### config.mk
export PLATFORM = sky130hd
export DESIGN_NAME = param_stack
export DESIGN_NICKNAME = d
export VERILOG_FILES = /design/src/rtl/param_stack.sv
export SDC_FILE = /design/constraint.sdc
export NUM_CORES = 1
export LEC_CHECK = 0
export CORE_UTILIZATION = 50
export CTS_CLUSTER_DIAMETER = 150
export DETAILED_ROUTE_END_ITERATION = 8
export PLACE_DENSITY = 0.67
export SLEW_MARGIN = 20
export SYNTH_ARGS = -nofsm -noshare
export SYNTH_HDL_FRONTEND = slang
export SYNTH_SLANG_ARGS = --single-unit
### constraint.sdc
create_clock -name i_clock -period 3.78 [get_ports i_clock]
set_clock_uncertainty 0.2 [all_clocks]
set_input_delay 0.945 -clock i_clock [delete_from_list [all_inputs] [get_ports i_clock]]
set_output_delay 0.945 -clock i_clock [all_outputs]
set_load 0.02 [all_outputs]
### src/rtl/param_stack.sv
// param_stack: DEPTH x WIDTH data stack executing one push/pop/replace/ALU/dup/swap op per clock.
// Define PARAM_STACK_GUARD_EN to reject ops that would overflow or underflow the stack.
module param_stack #(
    parameter int WIDTH = 16,
    parameter int DEPTH = 16,
    localparam int PTR_W = $clog2(DEPTH)
) (
    input  logic             i_clock,
    input  logic             i_reset_n,
    input  logic [2:0]       i_op,
    input  logic [WIDTH-1:0] i_data,
    output logic [WIDTH-1:0] o_top,
    output logic [WIDTH-1:0] o_next,
    output logic [PTR_W:0]   o_depth,
    output logic             o_empty,
    output logic             o_full,
    output logic             o_fault,
    output logic             o_error
);
    typedef enum logic [2:0] {
        OP_NOP      = 3'd0,
        OP_PUSH     = 3'd1,
        OP_POP      = 3'd2,
        OP_REPL     = 3'd3,
        OP_POP2PUSH = 3'd4,
        OP_DUP      = 3'd5,
        OP_SWAP     = 3'd6,
        OP_RSVD     = 3'd7
    } op_t;

    // With the guard the pointer needs one extra bit to represent a full stack.
`ifdef PARAM_STACK_GUARD_EN
    localparam int SP_W = PTR_W + 1;
`else
    localparam int SP_W = PTR_W;
`endif
    localparam logic [SP_W-1:0] SP_ONE = SP_W'(1);

    logic [WIDTH-1:0] r_mem [DEPTH];
    logic [SP_W-1:0]  r_sp;

    op_t              w_op;
    logic [PTR_W-1:0] w_a0;
    logic [PTR_W-1:0] w_a1;
    logic [PTR_W-1:0] w_a2;
    logic [WIDTH-1:0] w_m1;
    logic [WIDTH-1:0] w_m2;
    logic             w_ge1;
    logic             w_ge2;
    logic             w_lt_full;
    logic             w_ok;
    logic [SP_W-1:0]  w_sp_nxt;
    logic             w_we0;
    logic             w_we1;
    logic [PTR_W-1:0] w_wa0;
    logic [PTR_W-1:0] w_wa1;
    logic [WIDTH-1:0] w_wd0;
    logic [WIDTH-1:0] w_wd1;

    assign w_op = op_t'(i_op);
    assign w_a0 = r_sp[PTR_W-1:0];
    assign w_a1 = w_a0 - PTR_W'(1);
    assign w_a2 = w_a0 - PTR_W'(2);
    assign w_m1 = r_mem[w_a1];
    assign w_m2 = r_mem[w_a2];

`ifdef PARAM_STACK_GUARD_EN
    assign w_ge1     = (r_sp >= SP_ONE);
    assign w_ge2     = (r_sp >= SP_W'(2));
    assign w_lt_full = (r_sp < SP_W'(DEPTH));
`else
    assign w_ge1     = 1'b1;
    assign w_ge2     = 1'b1;
    assign w_lt_full = 1'b1;
`endif

    // Decode into at most two memory writes; SWAP is the only op needing both ports.
    always_comb begin
        w_ok     = 1'b1;
        w_sp_nxt = r_sp;
        w_we0    = 1'b0;
        w_we1    = 1'b0;
        w_wa0    = w_a0;
        w_wa1    = w_a1;
        w_wd0    = i_data;
        w_wd1    = i_data;
        case (w_op)
            OP_PUSH: begin
                w_ok     = w_lt_full;
                w_we0    = 1'b1;
                w_sp_nxt = r_sp + SP_ONE;
            end
            OP_POP: begin
                w_ok     = w_ge1;
                w_sp_nxt = r_sp - SP_ONE;
            end
            OP_REPL: begin
                w_ok  = w_ge1;
                w_we0 = 1'b1;
                w_wa0 = w_a1;
            end
            OP_POP2PUSH: begin
                w_ok     = w_ge2;
                w_we0    = 1'b1;
                w_wa0    = w_a2;
                w_sp_nxt = r_sp - SP_ONE;
            end
            OP_DUP: begin
                w_ok     = w_ge1 & w_lt_full;
                w_we0    = 1'b1;
                w_wd0    = w_m1;
                w_sp_nxt = r_sp + SP_ONE;
            end
            OP_SWAP: begin
                w_ok  = w_ge2;
                w_we0 = 1'b1;
                w_wa0 = w_a1;
                w_wd0 = w_m2;
                w_we1 = 1'b1;
                w_wa1 = w_a2;
                w_wd1 = w_m1;
            end
            default: ;
        endcase
        if (!w_ok) begin
            w_we0    = 1'b0;
            w_we1    = 1'b0;
            w_sp_nxt = r_sp;
        end
    end

    // Storage is never cleared; reset only blocks writes in its own cycle.
    always_ff @(posedge i_clock) begin
        if (i_reset_n && w_we0) r_mem[w_wa0] <= w_wd0;
        if (i_reset_n && w_we1) r_mem[w_wa1] <= w_wd1;
    end

`ifdef PARAM_STACK_GUARD_EN
    logic r_fault;
    logic r_error;

    always_ff @(posedge i_clock) begin
        if (!i_reset_n) begin
            r_sp    <= '0;
            r_fault <= 1'b0;
            r_error <= 1'b0;
        end else begin
            r_sp    <= w_sp_nxt;
            r_fault <= ~w_ok;
            r_error <= r_error | ~w_ok;
        end
    end

    assign o_top   = w_ge1 ? w_m1 : '0;
    assign o_next  = w_ge2 ? w_m2 : '0;
    assign o_depth = r_sp;
    assign o_full  = ~w_lt_full;
    assign o_fault = r_fault;
    assign o_error = r_error;
`else
    always_ff @(posedge i_clock) begin
        if (!i_reset_n) begin
            r_sp <= '0;
        end else begin
            r_sp <= w_sp_nxt;
        end
    end

    assign o_top   = w_m1;
    assign o_next  = w_m2;
    assign o_depth = {1'b0, r_sp};
    assign o_full  = 1'b0;
    assign o_fault = 1'b0;
    assign o_error = 1'b0;
`endif

    assign o_empty = (o_depth == '0);

endmodule
==> qor.txt, run 1 <==
Placer Congestion: 0.939
Row Count: 69
DR vias/cell: 7.79
Area of the multi-input gates: 10200 sq um
Synth-to-Final Area Change: 25.3%
Final hold violations: 0
Total gr overflow: 0
Syn Inst Count: 1561
Total GRT Usage: 36.6%
Largest net degree at the start of global routing: 93
Peak Freq: 251 MHz
Pleak: 8.25 nW
Final setup viols: 27
Filler Cells Inserted: 2637
Detailed Route Iter0 Violations: 2599
Hold_buf cts: 0
First-pass GRT wire length: 103000 um
Relative slew slack: 35.5%
YS warnings: 0
Synth Cell Area: 18300 sq um
Worst skew pair latency: 0.56 ns
Vias in the first global route: 16000
Status: finished with violations
Max cap viols: 0
CP Data Arrival Time: 2.83 ns
Bufs on Longest Clock Path: 3
Worst-margin pin slew: 0.968 ns
Final period util: 105%
Worst Hold Class: flop to flop
Max VDD drop: 341 uV
Count of cell types in the netlist: 66
RSZ-0062 raised after global routing: true
Core area: 35800 sq um
Min Hold Slack: 0.585 ns
Post-synthesis sequential area ratio: 42.4%
Initial core utilization: 51.2%
Crit Path Max Fanout: 6
Final Slew Violations: 0
Level count of the clock H-tree: 1
Worst-path clk slew: 0.06 ns
Post-synth EDFFs: 256
Min Tclk post-route: 3.98 ns
Prevailing post-synth register cell: edfxtp_1
Drt total wl: 71600 um
Die width: 193 um
Setup slack at placement: -0.164 ns
Dpl hpwl: 44300 um
Synth async-reset ratio: 0%
Root Buffer: clkbuf_16
Synth Area per Inst: 11.7 sq um
DR vias: 17100
Crit path required time: 2.63 ns
# port buffers: 57
Synth Register Bits: 260
CP startpoint kind: flop
Crit path kind: flop to primary output
Ant diodes: 0
Fin util: 64.1%
Pwr dens: 578 nW/um^2
Antenna violations before repair: 0
WL/cell: 32.6 um
Detail Route Antenna Nets: 0
Residual DRC: 3
Die area: 37400 sq um
Pre-antenna DRT Iters: 9
Flip-flop and latch area: 7770 sq um
# clock sinks: 260
CTS tree: done
Layout Nets: 1744
Layout cell share with drive strength beyond 1: 37.0%
# IOs: 62
Die Y: 193 um
Failing checks: DRC, setup timing
Setup TNS: -2.95 ns
CP endpoint kind: primary output
Setup ws final: -0.199 ns
CTS buffer count: 29
## per-layer routing
metal  GRT usage [%]  wire, um  vias to the layer above
met5               0         0                        -
met4            19.1      4420                        0
met3            9.43      9930                      312
met2            55.5     31500                     1473
met1            48.4     25800                     8355
li1                -         -                     6991
## synth_stat cells (6+ instances only)
master,count,area (sq um)
edfxtp_1,256,7690
a22oi_4,13,277
o22ai_1,9,56.3
mux2_2,45,507
or3b_2,6,52.6
nor2_1,53,199
buf_1,9,33.8
nor3_1,16,80.1
nor2b_1,16,100
xnor2_1,6,52.6
a22o_1,24,210
buf_2,74,370
buf_6,8,90.1
clkbuf_1,101,379
o31ai_1,9,67.6
a31oi_1,240,1500
o21ai_0,28,140
mux4_2,63,1420
mux2i_1,122,1220
a221oi_2,15,225
nand2_1,37,139
a221oi_1,223,1950
a21oi_1,10,50.1
buf_4,39,293
a211oi_1,47,353
a22oi_1,11,82.6
nand3_1,11,55.1
## timing repair
| action | CTS | global route |
|---|---|---|
| setup buffers | 28 | 22 |
| pin swaps | 17 | 35 |
| gates cloned | 4 | 2 |
| endpoints found under the setup margin | 32 | 32 |
| gates resized for setup | 240 | 122 |
## report_power, final
part / leakage [nW] / switching, mW / internal, mW
clock network: 0.417 / 1.21 / 1.47
logic: 5.49 / 4.04 / 3.06
registers: 2.35 / 0.0639 / 3.44
## cell families (layout without fill, tap and decap cells)
| kind of cell | count (synthesis) | count (layout) | share of synthesized area [%] |
|---|---|---|---|
| compound gates | 642 | 642 | 27.6 |
| xor+xnor | 13 | 13 | 0.826 |
| fa+ha+maj | 5 | 5 | 0.341 |
| buf+inv | 235 | 408 | 6.44 |
| flops | 260 | 260 | 42.4 |
| mux | 232 | 232 | 17.3 |
| other cells | 1 | 4 | 0.0205 |
| simple gates | 173 | 174 | 5.02 |
## layout by cell type, fill, tap and decap left out, types with 30 or more instances in the layout
master     synthesis  routed
edfxtp_1         256     256
a31oi_1          240     240
buf_4             39     232
a221oi_1         223     209
mux2i_1          122     121
mux4_2            63      63
buf_12             0      43
buf_6              8      41
a211oi_1          47      40
nand2_1           37      33
clkbuf_16          0      30
## per-stage QoR
stage / cells / total power [mW] / instance area (sq um)
2_1_floorplan: 1564 / 7.06 / 18400
5_1_grt: 2199 / 13.6 / 23000
4_1_cts: 2178 / 12.6 / 22300
3_3_place_gp: 2095 / 9.30 / 20800
3_5_place_dp: 2095 / 9.41 / 20800
6_report: 2199 / 13.3 / 23000
## worst max-delay path, cell delays in order (launching register included)
cell and delay, ns:
dfxtp_2 0.34, inv_2 0.04, buf_4 0.13, ha_4 0.34, buf_4 0.14, buf_6 0.09
nand2b_4 0.11, buf_6 0.17, buf_4 0.13, a211oi_1 0.36, or3b_4 0.22, o21ai_2 0.05
buf_4 0.16
## state kept, by name, summed over array words and instances, names as in the netlist
register,count
r_sp,4
r_mem,256
## worst paths after layout
| kind | slack [ns] | depth (start not counted) | to | from |
|---|---|---|---|---|
| hold reg to reg | 0.58 | 3 | r_sp[2] | r_sp[2] |
| hold / removal | 0.58 | 3 | r_sp[2] | r_sp[2] |
| setup reg to reg | 0.19 | 13 | r_mem[5][6] | r_sp[1] |
| setup / recovery | -0.20 | 12 | o_next[12] | r_sp[1] |
## layout make-up
type                       count  area share, %
multi-input combinational   1070           44.4
inverter                       4         0.0654
clock buffer                  36           3.27
timing repair buffer         353           15.5
clock inverter                15          0.425
tap                          461           2.51
sequential                   260           33.8
Note: power is estimated with default switching activity, not from simulation.
==> inputs of run 2 (changes only) <==
- ABC_AREA: unset -> 1
==> run 2 against run 1 <==
- the run ends with DRC left
- combinational power fell by 46%
- highest routed layer unchanged
- flip-flop and latch count did not move
- setup slack improved by 0.20 ns
- wire length rose by 7.5%
==> qor.txt, run 2 <==
Status: finished with violations
Failing checks: DRC
Synth Register Bits: 260
Setup ws final: 0.00600 ns
Synth Area in Compound Gates: 1.93%
Final hold violations: 0
Ant diodes: 0
Placer Congestion: 0.994
Total power: 9.96 mW
Multiplexer area fraction after synthesis: 0%
XOR/XNOR Fraction of Synth Area: 0.548%
Crit path required time: 2.63 ns
Total gr overflow: 0
Post-synthesis sequential area ratio: 41.5%
Pleak: 10.3 nW
RSZ-0062 raised after global routing: true
Crit Path Max Fanout: 20
Synth area leader: edfxtp_1
Filler Cells Inserted: 3415
Relative slew slack: 61.0%
Level count of the clock H-tree: 1
Synth Cell Area: 18700 sq um
First-pass GRT wire length: 115000 um
Antenna violations before repair: 0
Largest net degree at the start of global routing: 84
Worst Hold Class: flop to flop
DP Cell Count: 3178
Die width: 196 um
Max VDD drop: 420 uV
Row Count: 70
Residual DRC: 1
Min Hold Slack: 0.381 ns
DR vias/cell: 6.15
Final instance area: 21500 sq um
Count of cell types in the netlist: 37
DR vias: 19900
# port buffers: 57
WL/cell: 23.7 um
Bufs on Longest Clock Path: 3
Top cells by area, synth: edfxtp_1, nand2_1, nand3_1
CP endpoint kind: primary output
Worst skew pair latency: 0.60 ns
Area share of and/or/nand/nor cells after synthesis: 44.6%
Synth async-reset ratio: 0%
Core area: 36700 sq um
Hold_buf cts: 0
CP startpoint kind: flop
Max cap viols: 0
Die Y: 196 um
# clock sinks: 260
Dpl hpwl: 48400 um
Post-synth EDFFs: 256
Setup TNS: 0 ns
Min Tclk post-route: 3.77 ns
Largest Register: r_mem
# IOs: 62
Layout Nets: 2779
Drt total wl: 77000 um
Worst-path clk slew: 0.06 ns
Fin util: 58.5%
Die area: 38200 sq um
Peak Freq: 265 MHz
Layout cell share with drive strength beyond 1: 11.5%
Worst-margin pin slew: 0.584 ns
Commonest non-fill, non-tap cell in the layout: nand2_1
Most frequent cell after synthesis: nand2_1
Max reg flops: 256
Main combinational cell family by area after synthesis: simple AND/OR/NAND/NOR gates
Synth-to-Final Area Change: 14.6%
CTS buffer count: 31
Prevailing post-synth register cell: edfxtp_1
Detail Route Antenna Nets: 0
CTS tree: done
Synth Area per Inst: 6.90 sq um
Pwr dens: 464 nW/um^2
Total GRT Usage: 40.3%
Setup slack at placement: 0.00785 ns
Crit path kind: flop to primary output
Final setup viols: 0
Most frequent cells in the layout: nand2_1, nand3_1, inv_1
DP Area: 20300 sq um
Syn Inst Count: 2714
Final Slew Violations: 0
Vias in the first global route: 18900
CP Data Arrival Time: 2.63 ns
Layout Cells excl Fill: 3243
Post-synth top cells: nand2_1, nand3_1, inv_1
Final period util: 99.8%
Post-synth top area share: 41.1%
Initial core utilization: 51.0%
YS warnings: 0
Pre-antenna DRT Iters: 9
Root Buffer: clkbuf_16
Detailed Route Iter0 Violations: 3265
Top flop regs: r_mem: 256 flops, r_sp: 4 flops
Adder-Cell Fraction of Synth Area: 0.334%
run 2: changes by cell type after synthesis, sizes merged, moves of 29 or more:
cell	before	now
mux4	63	0
nand2	37	1129
nand3	11	714
a31oi	240	0
buf	130	167
clkbuf	101	45
a211oi	47	0
mux2i	122	0
nor2	57	28
a221oi	239	1
inv	4	284
mux2	47	0
run 2: kinds of logic after synthesis:
group                      count (synthesis)
xor gates and xnor gates                   7
adders and majority gates                  5
AOI/OAI and AO/OA                         58
buffers and inverters                    496
and+or+nand+nor                         1887
DFF                                      260
other                                      1
run 2: cell type report:
class	count	area, sq um	area share [%]
Clock buffer	38	802	3.74
Timing Repair Buffer	215	2180	10.1
Multi-Input combinational cell	1961	8970	41.8
Inverter	284	1080	5.03
Sequential cell	260	7770	36.2
Clock inverter	17	78.8	0.367
Tap cell	468	586	2.73
run 2: power by group:
group          switching, mW  total (mW)  leakage (nW)  internal, mW
clock                   1.25        2.74         0.432          1.49
combinational           2.66        3.82          7.54          1.17
sequential            0.0335        3.39          2.35          3.36
run 2: worst paths after layout:
| path | cells past startpoint | slack [ns] | start | end |
|---|---|---|---|---|
| max | 8 | 0.006 | r_sp[0] | o_top[15] |
| min | 2 | 0.38 | r_sp[2] | r_sp[2] |
| max reg2reg | 13 | 0.65 | r_sp[1] | r_mem[10][1] |
| min reg2reg | 2 | 0.38 | r_sp[2] | r_sp[2] |
run 2: metal layers:
| metal | share of wire [%] | GRT usage [%] | routed length, um | vias to the layer above |
|---|---|---|---|---|
| met4 | 6.5 | 24.8 | 5030 | 0 |
| met2 | 43 | 60.7 | 32900 | 1624 |
| met1 | 36 | 53.1 | 27300 | 9197 |
| met3 | 15 | 8.70 | 11700 | 299 |
| li1 | - | - | - | 8827 |
| met5 | 0 | 0 | 0 | - |
run 2: timing repair:
item	in CTS	in global routing
gates cloned	4	1
pin swaps	1	1
endpoints found under the hold margin	0	0
resized for setup	65	19
buffers inserted	4	1
endpoints found under the setup margin	32	17
run 2: critical path, stage by stage (launching register included):
cell,delay (ns)
dfxtp_4,0.40
inv_6,0.08
ha_4,0.19
xnor2_2,0.17
buf_6,0.31
nand3_1,0.20
nand3_1,0.24
nand2_2,0.13
clkdlybuf4s15_2,0.27
